$ cat src/rtl/delivery_velocity_timer.sv
// rtl/delivery_velocity_timer.sv - map step timer with a latched velocity level and update-request handshake
module delivery_velocity_timer #(
    parameter int unsigned STEP_BASE    = 12500000,
    parameter int unsigned UPDATE_STEPS = 8
) (
    input  logic        clock,
    input  logic        reset,
    input  logic        clear,
    input  logic        enable,
    input  logic        get_velocity,
    input  logic [1:0]  velocity_sel,
    output logic [1:0]  velocity,
    output logic        velocity_ready,
    output logic        step_tick,
    output logic [15:0] distance,
    output logic [1:0]  estado
);

    typedef enum logic [1:0] {
        IDLE  = 2'd0,
        RUN   = 2'd1,
        READY = 2'd2
    } state_t;

    state_t      r_state;
    state_t      w_next_state;
    logic [31:0] r_tick;
    logic [7:0]  r_upd;
    logic [1:0]  r_velocity;
    logic        r_ready;
    logic [15:0] r_distance;

    logic [31:0] w_interval;
    logic        w_tick_end;
    logic        w_upd_done;
    logic        w_count;
    logic        w_step;
    logic        w_load;
    logic        w_wipe;

    // Faster levels halve the interval each time; a shift keeps this multiplier-free.
    assign w_interval = 32'(STEP_BASE) >> r_velocity;
    assign w_tick_end = (r_tick == w_interval - 32'd1);
    assign w_upd_done = ((r_upd + 8'd1) == 8'(UPDATE_STEPS));

    always_comb begin
        w_next_state = r_state;
        w_count      = 1'b0;
        w_step       = 1'b0;
        w_load       = 1'b0;
        w_wipe       = 1'b0;
        if (clear) begin
            w_wipe       = 1'b1;
            w_next_state = IDLE;
        end else begin
            case (r_state)
                IDLE: begin
                    if (get_velocity) begin
                        w_load       = 1'b1;
                        w_next_state = RUN;
                    end
                end
                RUN, READY: begin
                    // A fetch outranks a coinciding step so the new level starts from a clean count.
                    if (get_velocity) begin
                        w_load       = 1'b1;
                        w_next_state = RUN;
                    end else if (enable) begin
                        w_count = 1'b1;
                        if (w_tick_end) begin
                            w_step = 1'b1;
                            if (r_state == RUN && w_upd_done) begin
                                w_next_state = READY;
                            end
                        end
                    end
                end
                default: begin
                    w_wipe       = 1'b1;
                    w_next_state = IDLE;
                end
            endcase
        end
    end

    always_ff @(posedge clock or posedge reset) begin
        if (reset) begin
            r_state    <= IDLE;
            r_tick     <= 32'd0;
            r_upd      <= 8'd0;
            r_velocity <= 2'd0;
            r_ready    <= 1'b0;
            r_distance <= 16'd0;
        end else begin
            r_state <= w_next_state;
            if (w_wipe) begin
                r_tick     <= 32'd0;
                r_upd      <= 8'd0;
                r_velocity <= 2'd0;
                r_ready    <= 1'b0;
                r_distance <= 16'd0;
            end else if (w_load) begin
                r_velocity <= velocity_sel;
                r_tick     <= 32'd0;
                r_upd      <= 8'd0;
                r_ready    <= 1'b0;
            end else if (w_count) begin
                if (w_step) begin
                    r_tick <= 32'd0;
                    if (r_distance != 16'hFFFF) begin
                        r_distance <= r_distance + 16'd1;
                    end
                    if (r_state == RUN) begin
                        if (w_upd_done) begin
                            r_ready <= 1'b1;
                            r_upd   <= 8'd0;
                        end else begin
                            r_upd <= r_upd + 8'd1;
                        end
                    end
                end else begin
                    r_tick <= r_tick + 32'd1;
                end
            end
        end
    end

    assign velocity       = r_velocity;
    assign velocity_ready = r_ready;
    assign step_tick      = w_step;
    assign distance       = r_distance;
    assign estado         = r_state;

endmodule

$ cat config.mk
export PLATFORM = sky130hd
export DESIGN_NAME = delivery_velocity_timer
export DESIGN_NICKNAME = d
export VERILOG_FILES = /design/src/rtl/delivery_velocity_timer.sv
export SDC_FILE = /design/constraint.sdc
export NUM_CORES = 1
export LEC_CHECK = 0
export BUFFER_PORTS_ARGS = -buffer_cell sky130_fd_sc_hd__buf_2
export CAP_MARGIN = 20
export CORE_MARGIN = 3
export CORE_UTILIZATION = 60
export DETAILED_ROUTE_END_ITERATION = 16
export PLACE_DENSITY = 0.8
export RECOVER_POWER = 100
export SYNTH_ARGS = -nofsm -noshare
export SYNTH_HDL_FRONTEND = slang
export SYNTH_SLANG_ARGS = --single-unit
$ cat constraint.sdc
create_clock -name clock -period 8 [get_ports clock]
set_input_delay 1.6 -clock clock [delete_from_list [all_inputs] [get_ports clock]]
set_output_delay 1.6 -clock clock [all_outputs]
set_load 0.01 [all_outputs]
==> run summary, run 1 <==
Dominant combinational cell family by area after synthesis: simple AND/OR/NAND/NOR gates
DRT antenna net count: 0
DR pass1 iterations: 4
Worst hold path type: register to register
Setup Fix Bufs, Post-CTS: 0
Final core occ: 70.30%
Least-Margin Pin Slew: 3.295 ns
Post-Synthesis Cell Area: 0.003706 mm^2
Vias in the first global route: 3237
Static Leak: 1.515 nW
Period utilization: 57.72%
Mapped Avg Cell Area: 8.845 um^2
Gpl congestion: 0.9136
Synthesis-to-finish area growth: 8.947%
Routed wire length: 9142 um
Post-placement cell count: 503
Gr busiest metal: met2
Final hold violations: 0
Max Clk Rate: 0.2166 GHz
Largest fanout on the critical path: 18
Worst EP required: 6.40 ns
Top FF cell, synth: dfrtp_1
CTS Buffer Depth: 2
Initial DRC count: 237
Post-synthesis register bit count: 61
Peak VDD IR: 122.5 uV
DRC violations left: 0
Crit path kind: register to output port
Met1 GRT Util: 38.49%
Seq/Total Area, Yosys: 41.19%
Post-CTS sizing: 0
Die width: 84.59 um
Routed vias/inst: 6.569
Io pins: 29
Max_slew headroom: -119.6%
Core ar.: 0.005743 mm^2
EDFF count, synth: 0
Largest net degree at the start of global routing: 62
Setup TNS: 0 ns
Setup violators final: 0
Slew Limit Fails: 62
Syn Nets: 434
Post-synthesis instance total: 419
Pwr/cell area: 162.6 mW/mm^2
Compound-Gate Fraction of Synth Area: 10.70%
CTS tree: done
Post-Synth Simple-Gate Area: 33.29%
Port Buffer Count: 28
CP Capture Type: output port
Antenna violations before repair: 0
Share of layout cells above drive strength 1: 5.605%
Worst-case clock skew: 0.008223 ns
RSZ-0062 raised after global routing: false
M2 GR Usage: 40.85%
XOR/XNOR Fraction of Synth Area: 6.381%
Post-synthesis mux area share: 2.735%
Wire per inst: 17.65 um
Met3 Usage GRT: 5.986%
Count of nets after finishing: 457
Worst hold slack: 0.4920 ns
GRT Total Usage: 27.12%
Clk sink count: 61
Adder-cell share of the synthesized area: 2.701%
Remaining Overflow, GRT: 0
Initial core utilization: 64.53%
Non-filler instance count after layout: 518
HPWL Detailed: 6074 um
Critical Path AT: 3.02 ns
Max Cap Viol: 1
Die Y: 84.59 um
Die area: 0.007155 mm^2
Global-route wire length before repair: 15810 um
Via count: 3403
Post-synthesis cell type count: 51
Clock Latency Late Sink: 0.35 ns
Fin crit period: 4.618 ns
Setup crit start kind: register
Asr flop ratio synth: 100.0%
N_diodes: 0
Row cnt: 27
YS warnings: 0
Cts hold-fix bufs: 0
CTS buffer count: 9
Outcome: complete, but fails checks
CTS root buf: clkbuf_8
Worst-path clk slew: 0.07 ns
Failing checks: capacitance limit, slew limit
CTS H-tree lvls: 3
[per-stage QoR]
stage               worst slack, ns  cell area (um^2)  total power, mW
finish                        3.382              4038           0.6564
global route                  3.001              4038           0.6800
CTS                           3.419              4099           0.6605
detailed placement            3.798              3885           0.3571
global placement              3.815              3870           0.3553
floorplan                     3.924              3706           0.3455
[layout by cell type (no fill, tap or decap), types with 2 or more instances in the layout]
cell	instances
and4_1	6
bufinv_16	2
clkbuf_1	26
and3_1	4
ha_1	8
nor3b_1	2
or4_1	11
a21oi_1	19
nor2b_1	6
nand3b_1	2
nand4_1	24
nor4b_1	5
nor4bb_1	2
buf_2	5
xnor2_1	9
o21ai_0	7
and2_1	3
clkbuf_8	10
nor3_1	8
nor4_1	14
o311ai_0	3
o211ai_1	7
nand2b_1	6
o21ai_1	2
o32a_1	2
inv_1	9
nand3_1	21
dfrtp_1	61
or2_2	4
o31ai_1	4
nor2_1	45
o41ai_1	2
mux2i_1	9
xor2_1	18
nand2_1	44
a31oi_1	4
or3_1	17
[cell usage after synthesis (2+ instances only)]
master / number / share of area, %
ha_1: 8 / 2.7
o31ai_1: 4 / 0.81
o32a_1: 2 / 0.54
nand3_1: 21 / 2.8
nand2b_1: 6 / 1.0
and2_1: 3 / 0.51
nand3b_1: 2 / 0.41
or2_2: 5 / 0.84
o311ai_1: 3 / 0.71
buf_2: 2 / 0.27
nor2_1: 45 / 4.6
dfrtp_1: 61 / 41
nor2b_1: 6 / 1.0
nor3b_1: 2 / 0.41
inv_1: 9 / 0.91
nand4_1: 24 / 4.1
xor2_1: 18 / 4.3
a31oi_1: 4 / 0.68
or3_1: 17 / 2.9
nor3_1: 8 / 1.1
o21ai_1: 3 / 0.41
and3_1: 4 / 0.68
or4_1: 9 / 1.8
nor4bb_1: 2 / 0.54
and4_1: 6 / 1.4
o211ai_1: 7 / 1.4
nor4b_1: 5 / 1.2
nand2_1: 44 / 4.5
xnor2_1: 9 / 2.1
a21oi_1: 19 / 2.6
clkbuf_1: 14 / 1.4
nor4_1: 13 / 2.2
o41ai_1: 2 / 0.47
mux2i_1: 9 / 2.4
or4_4: 2 / 0.61
o21ai_0: 6 / 0.81
[report_power, final]
group | switching (mW) | internal [mW]
sequential | 0.00344 | 0.310
combinational | 0.0256 | 0.0108
clock | 0.125 | 0.182
total | 0.154 | 0.502
[critical path, stage by stage, from the launching register on]
cell and delay, ns:
dfrtp_1 0.61, nand2_1 0.17, ha_1 0.25, nor2b_1 0.13, nor4_1 0.27, o2bb2ai_1 0.16
or3_1 0.59, nor3_1 0.30, clkbuf_1 0.19
[final timing paths]
check	slack, ns	cells past startpoint	from	to
setup / recovery	3.38	8	velocity[0]	step_tick
hold / removal	0.49	1	velocity_ready	velocity_ready
setup reg to reg	3.88	9	velocity[0]	r_tick[16]
hold reg to reg	0.49	1	velocity_ready	velocity_ready
max in group asynchronous	3.64	3	reset	distance[9]
min in group asynchronous	2.53	3	reset	r_tick[30]
[registers in the layout, indices dropped and copies added (netlist names)]
register        cells
r_upd               8
estado              2
velocity            2
velocity_ready      1
distance           16
r_tick             32
[metal layers]
layer / vias to the layer above / routed length [um]
met4: 0 / 136
met5: - / 0
met2: 126 / 4186
met1: 1669 / 4202
met3: 12 / 617
li1: 1596 / -
[cell type report]
cell class,count,area [um^2]
clock buffer,11,141.4
timing repair buffer,30,118.9
fill,476,1705
sequential,61,1526
inverter,9,33.78
tap,72,90.09
multi-input combinational,331,2054
clock inverter,4,72.57
[cells by family (layout without fill, tap and decap cells)]
logic type	after synthesis	after routing
AOI/OAI and AO/OA	59	59
xor gates and xnor gates	27	27
buffers and inverters	27	54
DFF	61	61
adders and majority gates	8	8
muxes	10	10
and+or+nand+nor	227	227
Power figures use the tool's default switching activity.
==> run 2, diff against run 1 <==
==> constraint.sdc (replaced) <==
create_clock -name clock -period 4.4 [get_ports clock]
set_input_delay 0.88 -clock clock [delete_from_list [all_inputs] [get_ports clock]]
set_output_delay 0.88 -clock clock [all_outputs]
set_load 0.01 [all_outputs]
==> run 2 against run 1 <==
Compared with the run above:
- the flow now finishes without violations
- global-route usage decreased by 0.20 points
- core utilization is 0.54 points higher
- worst setup slack worse by 2.8 ns
- first-iteration DRC count is 25% higher
- critical path depth is the same
- hold slack improved by 0.0099 ns
- power is 89% higher
- clock skew down 0.0017 ns
- critical path type unchanged
==> run summary, run 2 (synthesized netlist as in run 1, its figures left out) <==
DR pass1 iterations: 5 (+1)
Worst Hold End: velocity_ready
Die area: 0.007155 mm^2 (unchanged)
Worst-case clock skew: 0.006536 ns (-0.001687 ns)
Io pins: 29 (unchanged)
Gr busiest metal: met1
Outcome: finished, final reports clean
Final hold violations: 0 (unchanged)
Least-Margin Pin Slew: 1.438 ns (-1.856 ns)
Met1 GRT Util: 40.05% (+1.6 points)
DRT antenna net count: 0 (unchanged)
Core ar.: 0.005743 mm^2 (unchanged)
WHS Path Cells: 1 (unchanged)
Port Buffer Count: 28 (unchanged)
HPWL Detailed: 6198 um (+2.0%)
Vias in the first global route: 3243 (+0.19%)
Max Cap Viol: 0 (-1)
CTS H-tree lvls: 3 (unchanged)
Synthesis-to-finish area growth: 9.791%
CTS root buf: clkbuf_8
Largest fanout on the critical path: 18 (unchanged)
Capturing point of the worst reg2reg path: r_tick[31]
Wire per inst: 17.42 um (-1.3%)
Share of layout cells above drive strength 1: 6.264% (+0.66 points)
Period utilization: 87.79%
Worst R2R Setup Slack: 0.73 ns (-3.15 ns)
Max_slew headroom: 4.010% (+120 points)
RSZ-0062 raised after global routing: false
Row cnt: 27 (unchanged)
N_diodes: 0 (unchanged)
Cts hold-fix bufs: 0 (unchanged)
Initial DRC count: 296 (+25%)
Die Y: 84.59 um (unchanged)
R2r startpoint: velocity[1]
Count of nets after finishing: 457 (unchanged)
Worst-path clk slew: 0.07 ns (about the same)
Hold path startpoint: velocity_ready
Worst hold slack: 0.5019 ns (+0.009894 ns)
Most frequent cells in the layout: dfrtp_1 (61), nor2_1 (45), nand2_1 (44)
Pwr/cell area: 305.2 mW/mm^2 (+88%)
Slew Limit Fails: 0 (-100%)
Die width: 84.59 um (unchanged)
Post-CTS sizing: 0 (unchanged)
Via count: 3379 (-0.71%)
Static Leak: 1.538 nW (+1.5%)
Critical Path AT: 2.98 ns (-0.04 ns)
Clk sink count: 61 (unchanged)
Routed wire length: 9042 um (-1.1%)
Max Clk Rate: 0.2589 GHz
Final instance area: 0.004069 mm^2 (+0.77%)
Met3 Usage GRT: 4.122% (-1.9 points)
Setup violators final: 0 (unchanged)
Global-route wire length before repair: 15660 um (-0.96%)
CTS tree: done
Antenna violations before repair: 0 (unchanged)
GRT Total Usage: 26.91% (-0.20 points)
Remaining Overflow, GRT: 0 (unchanged)
Gpl congestion: 0.8572 (-6.2%)
Final core occ: 70.85% (+0.54 points)
Setup TNS: 0 ns (unchanged)
CTS Buffer Depth: 2 (unchanged)
Peak VDD IR: 226.2 uV (+85%)
Largest net degree at the start of global routing: 38 (-39%)
Worst hold path type: register to register
Clock Latency Late Sink: 0.34 ns (about the same)
CP Capture Type: output port
Largest Register: r_tick
Fin crit period: 3.863 ns
CTS buffer count: 9 (unchanged)
Setup crit start kind: register
Initial core utilization: 64.53% (unchanged)
Crit path kind: register to output port
Worst EP required: 3.52 ns (-2.88 ns)
Dpl cell area: 0.003877 mm^2 (-0.19%)
Most common cell after layout, fill and taps aside: dfrtp_1
M2 GR Usage: 39.86% (-1.0 points)
DRC violations left: 0 (unchanged)
Routed vias/inst: 6.511 (-0.90%)
Setup Fix Bufs, Post-CTS: 0 (unchanged)
Max reg flops: 32 (unchanged)
Tot Pwr: 1.242 mW (+89%)
R2R cell count: 9 (unchanged)
## run 2: changes by cell type in the layout (fill, tap and decap cells not counted), sizes merged
cell | previous run | this run
clkbuf | 36 | 37
clkinvlp | 1 | 0
buf | 5 | 6
## run 2: stage by stage
stage          instances  setup slack, ns
2_1_floorplan        419            1.044
3_3_place_gp         503            1.036
3_5_place_dp         503           0.9334
4_1_cts              519           0.5555
5_1_grt              519           0.2791
6_report             519           0.5371
## run 2: power by group
part / total, mW / switching (mW) / internal (mW)
registers: 0.570 / 0.00622 / 0.563
clock network: 0.604 / 0.224 / 0.380
logic: 0.0682 / 0.0485 / 0.0196
total: 1.24 / 0.279 / 0.963
## run 2: final cells by class
class / instances / area [um^2]
clock buffer: 13 / 178.9
multi-input combinational: 331 / 2054
fill: 450 / 1674
tap: 72 / 90.09
clock inverter: 3 / 65.06
sequential: 61 / 1526
timing repair buffer: 30 / 120.1
inverter: 9 / 33.78
## run 2: how the worst max path moves through the flow
stage / startpoint / to / slack (ns) / cells after the start
final: velocity[1] / step_tick / 0.54 / 8
after global routing: velocity[1] / step_tick / 0.28 / 8
after CTS: velocity[0] / step_tick / 0.56 / 8
after detailed placement: velocity[1] / step_tick / 0.93 / 8
after global placement: velocity[1] / step_tick / 1.04 / 8
after floorplan: velocity[1] / step_tick / 1.04 / 10
## run 2: routing by layer
layer,routed length (um),vias up
li1,-,1599
met1,4188,1623
met2,4179,141
met3,564,16
met4,109,0
met5,0,-
## run 2: worst max-delay path, cell delays in order (launching register included)
cell and delay, ns:
dfrtp_1 0.61, nand2_1 0.17, ha_1 0.24, nor2b_1 0.13, nor4_1 0.27, o2bb2ai_1 0.16, or3_1 0.58, nor3_1 0.32
clkbuf_1 0.18
==> run 3, diff against run 2 <==
--- a/config.mk
+++ b/config.mk
@@ -10,6 +10,7 @@
 export CORE_MARGIN = 3
 export CORE_UTILIZATION = 60
 export DETAILED_ROUTE_END_ITERATION = 16
+export MAX_ROUTING_LAYER = met4
 export PLACE_DENSITY = 0.8
 export RECOVER_POWER = 100
 export SYNTH_ARGS = -nofsm -noshare
==> run 3 against run 2 <==
Compared with the run above:
- the run now ends with capacitance limit, slew limit left
- fmax is 0.44% lower
- first-iteration DRC count is 20% lower
- sequential share of layout area is 0.31 points higher
- via count is 0.59% higher
- flip-flop and latch count stayed put
- critical path type unchanged
- largest cell class unchanged
- highest routed layer unchanged
==> run summary, run 3 (synthesized netlist as in run 1, its figures left out) <==
Remaining Overflow, GRT: 0 (unchanged)
Vias in the first global route: 3175 (-2.1%)
Crit path kind: register to output port
Max reg flops: 32 (unchanged)
Worst path depth: 8 (unchanged)
Critical Path AT: 3.00 ns (+0.02 ns)
Pwr/cell area: 288.7 mW/mm^2 (-5.4%)
Max_slew headroom: -22.29% (-26 points)
Crit-path cells: nand2_1 > ha_1 > nor2b_1 > nor4_1 > o2bb2ai_1 > or3_1 > nor3_1 > clkbuf_1
Crit-path max cell delay: 0.63 ns (+0.02 ns)
DR pass1 iterations: 5 (unchanged)
Final core occ: 70.26% (-0.59 points)
Period utilization: 88.18% (+0.39 points)
Max Cap Viol: 1 (+1)
Fin crit period: 3.880 ns (+0.01694 ns)
Slew Limit Fails: 36 (+36)
Cts hold-fix bufs: 0 (unchanged)
CTS root buf: clkbuf_8
WHS Path Cells: 1 (unchanged)
Clk sink count: 61 (unchanged)
CTS Buffer Depth: 2 (unchanged)
Worst-path clk slew: 0.07 ns (about the same)
Setup crit start kind: register
Gpl congestion: 0.9029 (+5.3%)
HPWL Detailed: 6193 um (about the same)
R2R cell count: 9 (unchanged)
DRC violations left: 0 (unchanged)
Share of layout cells above drive strength 1: 6.264% (unchanged)
Peak VDD IR: 172.7 uV (-24%)
Setup Fix Bufs, Post-CTS: 0 (unchanged)
Worst hold path type: register to register
Worst EP required: 3.52 ns (about the same)
Io pins: 29 (unchanged)
Least-Margin Pin Slew: 1.834 ns (+0.3961 ns)
Most common cell after layout, fill and taps aside: dfrtp_1
GRT Total Usage: 26.97% (+0.059 points)
Failing checks: capacitance limit, slew limit
Initial DRC count: 236 (-20%)
Worst-case clock skew: 0.006452 ns (-0.00008410 ns)
Count of nets after finishing: 457 (unchanged)
Largest Register: r_tick
Final hold violations: 0 (unchanged)
Die Y: 84.59 um (unchanged)
Slowest CP cell: dfrtp_1
Post-CTS sizing: 0 (unchanged)
Non-filler instance count after layout: 519 (unchanged)
Outcome: complete, but fails checks
Largest fanout on the critical path: 18 (unchanged)
Max Clk Rate: 0.2577 GHz (-0.44%)
N_diodes: 0 (unchanged)
Static Leak: 1.525 nW (-0.88%)
Crit path buf inv count: 1 (unchanged)
Port Buffer Count: 28 (unchanged)
# fillers: 458 (+1.8%)
Initial core utilization: 64.53% (unchanged)
Post-placement cell count: 503 (unchanged)
Setup violators final: 0 (unchanged)
CTS buffer count: 9 (unchanged)
RSZ-0062 raised after global routing: false
Die width: 84.59 um (unchanged)
Via count: 3399 (+0.59%)
Largest net degree at the start of global routing: 36 (-5.3%)
Core ar.: 0.005743 mm^2 (unchanged)
CTS tree: done
Die area: 0.007155 mm^2 (unchanged)
Clock Latency Late Sink: 0.34 ns (about the same)
Synthesis-to-finish area growth: 8.879%
Routed wire length: 9079 um (+0.41%)
Global-route wire length before repair: 15150 um (-3.3%)
Routed vias/inst: 6.549 (+0.59%)
DRT antenna net count: 0 (unchanged)
Wire per inst: 17.49 um (+0.41%)
CTS H-tree lvls: 3 (unchanged)
Row cnt: 27 (unchanged)
Setup TNS: 0 ns (unchanged)
Crit path max-delay family: simple AND/OR/NAND/NOR gates
Most frequent cells in the layout: dfrtp_1 (61), nor2_1 (45), nand2_1 (44)
Antenna violations before repair: 0 (unchanged)
CP Capture Type: output port
run 3: layer usage:
metal  track usage, %  wire length (um)
met2            40.07              4173
met1            37.66              4182
met5                -                 0
met3            4.907               566
met4            8.345               157
run 3: path summary, 6_finish.rpt:
check / slack (ns) / from / end
hold reg to reg: 0.49 / velocity_ready / velocity_ready
setup reg to reg: 0.71 / velocity[0] / r_tick[11]
min in group asynchronous: 0.79 / reset / distance[8]
setup / recovery: 0.52 / velocity[0] / step_tick
max in group asynchronous: 1.37 / reset / r_tick[13]
hold / removal: 0.49 / velocity_ready / velocity_ready
run 3: report_power, final:
| group | switching (mW) | internal [mW] | total [mW] |
|---|---|---|---|
| Combinational | 0.0481 | 0.0197 | 0.0678 |
| Clock | 0.222 | 0.305 | 0.528 |
| Sequential | 0.00641 | 0.563 | 0.570 |
| Total | 0.277 | 0.888 | 1.17 |
run 3: layout make-up:
| cell class | instances | area [um^2] | share of cell area [%] |
|---|---|---|---|
| multi-input combinational | 331 | 2054 | 50.91 |
| sequential | 61 | 1526 | 37.83 |
| inverter | 9 | 33.78 | 0.8372 |
| timing repair buffer | 30 | 120.1 | 2.977 |
| clock inverter | 4 | 45.04 | 1.116 |
| clock buffer | 12 | 165.2 | 4.093 |
| tap | 72 | 90.09 | 2.233 |
run 3: stage by stage:
stage | cell area (um^2) | power (mW) | hold WS (ns) | setup slack (ns)
2_1_floorplan | 3706 | 0.6282 | 0.4973 | 1.044
3_3_place_gp | 3877 | 0.6466 | 0.4677 | 1.030
3_5_place_dp | 3877 | 0.6495 | 0.4781 | 0.9187
4_1_cts | 4088 | 1.166 | 0.4927 | 0.5089
5_1_grt | 4035 | 1.204 | 0.5361 | 0.2199
6_report | 4035 | 1.165 | 0.4924 | 0.5202
